<file path="src/rtl/ex_wb_stage_buf.sv">
// rtl/ex_wb_stage_buf.sv - execute to write-back stage register built as a 2-entry skid buffer
//
// Purpose:
//   Holds execute results (wdata, we, rd index) between the R-type execute unit
//   and the register-file write-back port. The main entry drives the outputs and
//   the skid entry absorbs one extra result under back-pressure, so ex_ready_out
//   is a registered signal with no combinational path from wb_ready_in.
//
// Ports:
//   clk_in, reset_in (async, active-high), flush_in (sync kill of held entries)
//   ex_valid_in / ex_ready_out / reg_wdata_in / reg_we_in / reg_waddr_in  : execute side
//   wb_valid_out / wb_ready_in / reg_wdata_out / reg_we_out / reg_waddr_out : write-back side
//
// Optional feature (macro EX_WB_FWD_EN):
//   fwd_rs1_in, fwd_rs2_in            : operand indices to look up
//   fwd_rs1_hit_out, fwd_rs1_data_out : combinational forwarding result for rs1
//   fwd_rs2_hit_out, fwd_rs2_data_out : combinational forwarding result for rs2
module ex_wb_stage_buf #(
  parameter int DATA_W = 32,
  parameter int ADDR_W = 5
) (
  input  logic              clk_in,
  input  logic              reset_in,
  input  logic              flush_in,
  input  logic              ex_valid_in,
  output logic              ex_ready_out,
  input  logic [DATA_W-1:0] reg_wdata_in,
  input  logic              reg_we_in,
  input  logic [ADDR_W-1:0] reg_waddr_in,
  output logic              wb_valid_out,
  input  logic              wb_ready_in,
  output logic [DATA_W-1:0] reg_wdata_out,
  output logic              reg_we_out,
`ifdef EX_WB_FWD_EN
  input  logic [ADDR_W-1:0] fwd_rs1_in,
  input  logic [ADDR_W-1:0] fwd_rs2_in,
  output logic              fwd_rs1_hit_out,
  output logic [DATA_W-1:0] fwd_rs1_data_out,
  output logic              fwd_rs2_hit_out,
  output logic [DATA_W-1:0] fwd_rs2_data_out,
`endif
  output logic [ADDR_W-1:0] reg_waddr_out
);

  logic              main_v_q, main_v_d;
  logic              main_we_q, main_we_d;
  logic [DATA_W-1:0] main_wdata_q, main_wdata_d;
  logic [ADDR_W-1:0] main_waddr_q, main_waddr_d;
  logic              skid_v_q, skid_v_d;
  logic              skid_we_q, skid_we_d;
  logic [DATA_W-1:0] skid_wdata_q, skid_wdata_d;
  logic [ADDR_W-1:0] skid_waddr_q, skid_waddr_d;
  logic              ready_q, ready_d;

  logic              accept;
  logic              consume;
  logic              in_is_x0;
  logic              cap_we;
  logic [DATA_W-1:0] cap_wdata;

  assign accept  = ex_valid_in & ready_q;
  assign consume = main_v_q & wb_ready_in;

  // Writes to x0 are neutralised at capture: the slot is still used so ordering
  // and occupancy are unaffected, but nothing reaches the register file.
  assign in_is_x0  = (reg_waddr_in == '0);
  assign cap_we    = reg_we_in & ~in_is_x0;
  assign cap_wdata = in_is_x0 ? '0 : reg_wdata_in;

  always_comb begin
    main_v_d     = main_v_q;
    main_we_d    = main_we_q;
    main_wdata_d = main_wdata_q;
    main_waddr_d = main_waddr_q;
    skid_v_d     = skid_v_q;
    skid_we_d    = skid_we_q;
    skid_wdata_d = skid_wdata_q;
    skid_waddr_d = skid_waddr_q;
    ready_d      = ready_q;

    if (flush_in) begin
      main_v_d = 1'b0;
      skid_v_d = 1'b0;
      ready_d  = 1'b1;
    end else if (!main_v_q || (!skid_v_q && consume)) begin
      // Main slot is free or being vacated: the new result goes straight to main.
      main_v_d = accept;
      if (accept) begin
        main_we_d    = cap_we;
        main_wdata_d = cap_wdata;
        main_waddr_d = reg_waddr_in;
      end
    end else if (!skid_v_q) begin
      // Main is stalled: park the younger result in skid and stop accepting.
      if (accept) begin
        skid_v_d     = 1'b1;
        skid_we_d    = cap_we;
        skid_wdata_d = cap_wdata;
        skid_waddr_d = reg_waddr_in;
        ready_d      = 1'b0;
      end
    end else if (consume) begin
      // Both full and main drains: skid moves up, accepting resumes next cycle.
      main_we_d    = skid_we_q;
      main_wdata_d = skid_wdata_q;
      main_waddr_d = skid_waddr_q;
      skid_v_d     = 1'b0;
      ready_d      = 1'b1;
    end
  end

  always_ff @(posedge clk_in or posedge reset_in) begin
    if (reset_in) begin
      main_v_q     <= 1'b0;
      main_we_q    <= 1'b0;
      main_wdata_q <= '0;
      main_waddr_q <= '0;
      skid_v_q     <= 1'b0;
      skid_we_q    <= 1'b0;
      skid_wdata_q <= '0;
      skid_waddr_q <= '0;
      ready_q      <= 1'b1;
    end else begin
      main_v_q     <= main_v_d;
      main_we_q    <= main_we_d;
      main_wdata_q <= main_wdata_d;
      main_waddr_q <= main_waddr_d;
      skid_v_q     <= skid_v_d;
      skid_we_q    <= skid_we_d;
      skid_wdata_q <= skid_wdata_d;
      skid_waddr_q <= skid_waddr_d;
      ready_q      <= ready_d;
    end
  end

  assign ex_ready_out  = ready_q;
  assign wb_valid_out  = main_v_q;
  assign reg_we_out    = main_v_q & main_we_q;
  assign reg_wdata_out = main_wdata_q;
  assign reg_waddr_out = main_waddr_q;

`ifdef EX_WB_FWD_EN
  logic main_hit1, skid_hit1, main_hit2, skid_hit2;

  // The skid entry is younger, so it takes priority over main on a double hit.
  // A stored we=1 already implies a non-zero index, so rs == 0 cannot hit.
  assign main_hit1 = main_v_q & main_we_q & (main_waddr_q == fwd_rs1_in) & (fwd_rs1_in != '0);
  assign skid_hit1 = skid_v_q & skid_we_q & (skid_waddr_q == fwd_rs1_in) & (fwd_rs1_in != '0);
  assign main_hit2 = main_v_q & main_we_q & (main_waddr_q == fwd_rs2_in) & (fwd_rs2_in != '0);
  assign skid_hit2 = skid_v_q & skid_we_q & (skid_waddr_q == fwd_rs2_in) & (fwd_rs2_in != '0);

  assign fwd_rs1_hit_out  = main_hit1 | skid_hit1;
  assign fwd_rs1_data_out = skid_hit1 ? skid_wdata_q : (main_hit1 ? main_wdata_q : '0);
  assign fwd_rs2_hit_out  = main_hit2 | skid_hit2;
  assign fwd_rs2_data_out = skid_hit2 ? skid_wdata_q : (main_hit2 ? main_wdata_q : '0);
`endif

endmodule
</file>
<file path="config.mk">
export PLATFORM = sky130hd
export DESIGN_NAME = ex_wb_stage_buf
export DESIGN_NICKNAME = d
export VERILOG_FILES = /design/src/rtl/ex_wb_stage_buf.sv
export SDC_FILE = /design/constraint.sdc
export NUM_CORES = 1
export LEC_CHECK = 0
export BUFFER_PORTS_ARGS = -buffer_cell sky130_fd_sc_hd__buf_4
export CAP_MARGIN = 40
export CORE_UTILIZATION = 57
export DETAILED_ROUTE_END_ITERATION = 10
export GPL_TIMING_DRIVEN = 1
export PLACE_DENSITY = 0.85
export SLEW_MARGIN = 15
export SYNTH_ARGS = -nofsm -noshare
export SYNTH_HDL_FRONTEND = slang
export SYNTH_SLANG_ARGS = --single-unit
</file>
<file path="constraint.sdc">
create_clock -name clk_in -period 3.8 [get_ports clk_in]
set_input_delay 0.19 -clock clk_in [delete_from_list [all_inputs] [get_ports clk_in]]
set_output_delay 0.19 -clock clk_in [all_outputs]
set_load 0.05 [all_outputs]
</file>
# == Word level (Yosys, flattened, before mapping) ==
# Index checks and enable logic that the tools add are counted.
# op_classes
eq_ne,3
reduce_logical,12
n_bitwise,8
muxes,25
# ops
cell,count
$mux W32,5
$mux W5,4
$mux W1,16
$reduce_and A4 Y1,2
$reduce_bool A2 Y1,3
$logic_not A5 Y1,1
$and A1 B1 Y1,4
$ne A2 B2 Y1 const B,2
$not A1 Y1,4
$ne A3 B2 Y1 const B,1
$reduce_and A3 Y1,1
$reduce_bool A3 Y1,1
$logic_not A1 Y1,2
$logic_and A1 B1 Y1,1
$logic_or A1 B1 Y1,1
# word_totals
reg_bits,79
input_bits,43
output_inout_bits,40
wordCells,57

# == Longest topological paths before layout ==
# logic_depth
depth_word,5
ltp_mapped,6
depth_no_buf,4

# == Least setup slack after synthesis ==
# No wires, ideal clock.
# synth_path
path_type,reg-to-reg
startpoint,register main_v_q (netlist: wb_valid_out)
endpoint,register skid_wdata_q[0]
path_stages_with_launch,6
path_slack_ns,1.774
path_buffers,2
required_time_ns,3.679
t_arrival_ns,1.905
setup_ns,0.121
period_less_slack_ns,2.026
cell_sequence,dfrtp_1 > and2b_1 > or4b_4 > buf_6 > buf_6 > a22o_1
# synth_between
elab_chain_len,5
elab_cells_between_ends,6
classes_between,2 x bitwise; 4 x reduce/logical
# synth_rtl
element,line,rtl
"start, declared",45,"logic main_v_q, main_v_d;"
"start signal, assigned",124,main_v_q <= main_v_d;
$and A1 B1 Y1,62,assign consume = main_v_q & wb_ready_in;
$logic_and A1 B1 Y1,85,end else if (!main_v_q || (!skid_v_q && consume)) begin
$logic_or A1 B1 Y1 (*),85,
$not A1 Y1 (no line) (*),-,
$reduce_and A4 Y1 (no line) (*),-,
"end signal, assigned",130,skid_wdata_q <= skid_wdata_d;
"end, declared",51,"logic [DATA_W-1:0] skid_wdata_q, skid_wdata_d;"
# Every way passes the cells marked *; elsewhere a longest branch is shown, timed or not.
# A chain may end at the register's enable or synchronous reset.

# == Worst setup path in the final report ==
# layout_path
startpoint,register main_v_q (netlist: wb_valid_out)
endpoint,register skid_wdata_q[22]
# The elaborated chain is that of the path after synthesis.

==> impl_metrics.toml <==
[floorplanning]
die_h_um = 78.1
die_w_um = 78.1
io_pins = 83
initial_core_util_pct = 59.6
row_count = 27
die-area_um2 = 6100
core_um2 = 5540

[critical_path]
max_stage_delay_ns = 0.77
cp_max_fo = 39
r2r_slack_ns = 1.18
critPathBufInv = 0
r2r_start = "wb_valid_out$_DFFE_PP0P_"
cp.arrival_ns = 2.91
worst_setup_path_end_kind = "flop"
cp.depth = 4
endpoint = "skid_wdata_q[22]$_DFFE_PP0P_"
reg2reg_to = "skid_wdata_q[22]$_DFFE_PP0P_"
cp-start-kind = "flop"
required_ns = 4.09
crit_type = "flop to flop"
reg2regPathDepth = 4
path_cells = "and2b_1 -> or4b_4 -> a21oi_4 -> a22o_1"
crit_family = "compound AO/OA/AOI/OAI gates"
timing.critical_path.from = "wb_valid_out$_DFFE_PP0P_"
crit_slowest_cell = "a21oi_4"

[placement]
numPortBuffers = 82
place_hpwl_um = 5200
globalplace.congestion = 0.718
pre_cts_slack_ns = 1.23
dp.cells = 451

[finish]
multi_input_area_um2 = 1210
layoutNonFillerInstCount = 468
regArea_um2 = 1980
drive_gt1_share_pct = 29.3
syn_to_final_growth_pct = 28.5
fillers = 379
diodes = 0
nNetsFinal = 434

[synth]
syn_avg_cell_area_um2 = 10.4
synth_seq_area_share_pct = 59.9
synthFlopType = "dfrtp_1"
ys_types = 25
ys_ff_latch = 79
synthesis.nets = 360
synth_area_leaders = "dfrtp_1 59%, a22o_1 8.8%, a31oi_1 7.2%"
syn_area_um2 = 3300
netlist_instances = 317
yosys-top-cells-count = "78 x dfrtp_1, 47 x nand2_1, 39 x nor2_1"
synth_edf_count = 0
async_flop_share_pct = 100
yosys.area.top_type = "dfrtp_1"
yosys.cell_count.top_type = "dfrtp_1"
yosysWarnings = 0
synth_top_area_share_pct = 59.1

[grt]
grt_use_met2_pct = 44.1
globalRouteMet1Util_pct = 36.4
grt_max_degree = 57
grt_pass1_vias = 2647
grt_busiest_layer = "met2"
overflow = 0
grt_pass1_wl_um = 12900
grt_use_total_pct = 27.7
antenna_found_initial = 0
grt_use_met3_pct = 6.98

[routing]
final_antenna_net_count = 0
drt-initial-drc-count = 242
vias = 2769
wl_per_cell_um = 16.7
vias_per_cell = 5.92
wl_um = 7840
drcViolationCount = 0
dr.pass1.iters = 5

[sta]
drv_slew = 0
setup_tns_ns = 0
rsz0062_at_grt = "no"
period_minus_slack_ns = 2.62
fin_crit_sh_pct = 68.9
relSlewSlack_pct = 40.3
worst_slew_pin_slew_ns = 0.893
max_freq_mhz = 382
setup_viol = 0
hold_viol = 0
fin_worst_skew_ns = 0.00704
setup_ws_ns = 1.18

[power]
switching_share_pct = 37.4
p_per_area_nw_per_um2 = 659
pwr-share-clk_pct = 22.1
intPower_uw = 1750
peakVddDrop_v = 0.000375
p_leak_uw = 0.00195
switching_power_uw = 1050
power_frac_comb_pct = 34.5
p_seq_share_pct = 43.5

[cts]
root_buffer = "clkbuf_8"
clk_pin_slew_ns = 0.08
cts_resized = 0
cts_buffers = 9
cts_tree = "built"
cts_buffer_depth = 2
worstSkewPairLatency_ns = 0.35
cts.sinks = 79
ctsHtreeMaxLevel = 3
post-cts-setup-buffer-count = 0

[worst_hold_path]
hold_class = "input port to flop"

[status]
status = "completed"

[run]
cap_violations = 0
placed cells by master, fill, tap and decap left out:
cell type	synthesis	final
buf_4	3	83
dfrtp_1	78	78
nand2_1	47	47
nor2_1	39	39
a31oi_1	38	38
nand3_1	34	34
a22o_1	33	33
clkbuf_8	0	10
mux2_2	5	5
clkinv_2	0	4
a21oi_1	3	3
buf_16	0	3
inv_1	3	2
clkinvlp_4	0	2
buf_12	0	2
and2b_1	1	1
or4b_4	1	1
nor3_1	1	1
a21oi_4	1	1
o21ai_4	0	1
a211oi_4	0	1
a21boi_4	0	1
and2_1	1	1
a221oi_1	1	1
o21bai_1	1	1
bufinv_16	0	1
dfstp_2	1	1
dlygate4sd3_1	0	1
kinds of logic (layout without fill, tap and decap cells):
group                  after synthesis  after routing  synth area share [%]
DFF                                 79             79                  59.9
buffers and inverters               29            108                  4.51
muxes                                5              5                  1.70
and+or+nand+nor                    124            124                  15.9
AOI/OAI and AO/OA                   80             80                  18.0
layout make-up:
cell class	count	share of cell area, %
timing repair buffer	89	17.8
sequential	79	46.6
multi-input combinational	209	28.5
clock inverter	6	1.41
clock buffer	10	3.24
inverter	3	0.295
tap	72	2.12
routing by layer:
layer | vias up | part of all wire [%]
li1 | 1279 | -
met1 | 1347 | 42
met2 | 123 | 49
met3 | 20 | 6.7
met4 | 0 | 2.9
met5 | - | 0
worst register-to-register path, delay by kind of cell, from the launching register on:
| family | cells | cell delay, ns |
|---|---|---|
| AO/OA/AOI/OAI | 2 | 1.06 |
| flip-flops | 1 | 0.52 |
| AND/OR/NAND/NOR | 2 | 0.98 |
power by group through the flow:
| stage | sequential, uW | clock (uW) | combinational, uW |
|---|---|---|---|
| after floorplan | 1570 | 0 | 302 |
| after detailed placement | 1220 | 0 | 968 |
| after global routing | 1250 | 667 | 1020 |
| after CTS | 1210 | 627 | 971 |
| final | 1220 | 618 | 965 |
| after global placement | 1220 | 0 | 925 |
stage by stage:
stage                     util (%)  instance area, um^2  power, uW  hold WS, ns
after global routing          76.6                 4250       2930       0.0276
after global placement        71.0                 3940       2140        0.391
final                         76.6                 4250       2800       0.0414
after detailed placement      72.9                 4040       2190        0.162
after floorplan                  -                 3300       1870        0.253
after CTS                     76.6                 4250       2810       0.0309
what timing repair did:
item,in CTS,in global routing
setup endpoints to repair,0,0
endpoints found under the hold margin,16,0
hold buffers,1,0
worst min-delay path by stage:
stage,endpoint,startpoint,cells after the start
2_1_floorplan,wb_valid_out$_DFFE_PP0P_,flush_in,1
3_3_place_gp,reg_wdata_out[2]$_DFFE_PP0P_,reset_in,2
3_5_place_dp,reg_wdata_out[7]$_DFFE_PP0P_,reset_in,2
4_1_cts,wb_valid_out$_DFFE_PP0P_,flush_in,2
5_1_grt,wb_valid_out$_DFFE_PP0P_,flush_in,2
6_report,wb_valid_out$_DFFE_PP0P_,flush_in,2
sequential cells by signal, summed over array words and instances (netlist names):
signal         flops
ex_ready_out       1
main_we_q          1
reg_waddr_out      5
reg_wdata_out     32
skid_v_q           1
skid_waddr_q       5
skid_wdata_q      32
skid_we_q          1
wb_valid_out       1
No activity file was read; power rests on OpenSTA's default activity.
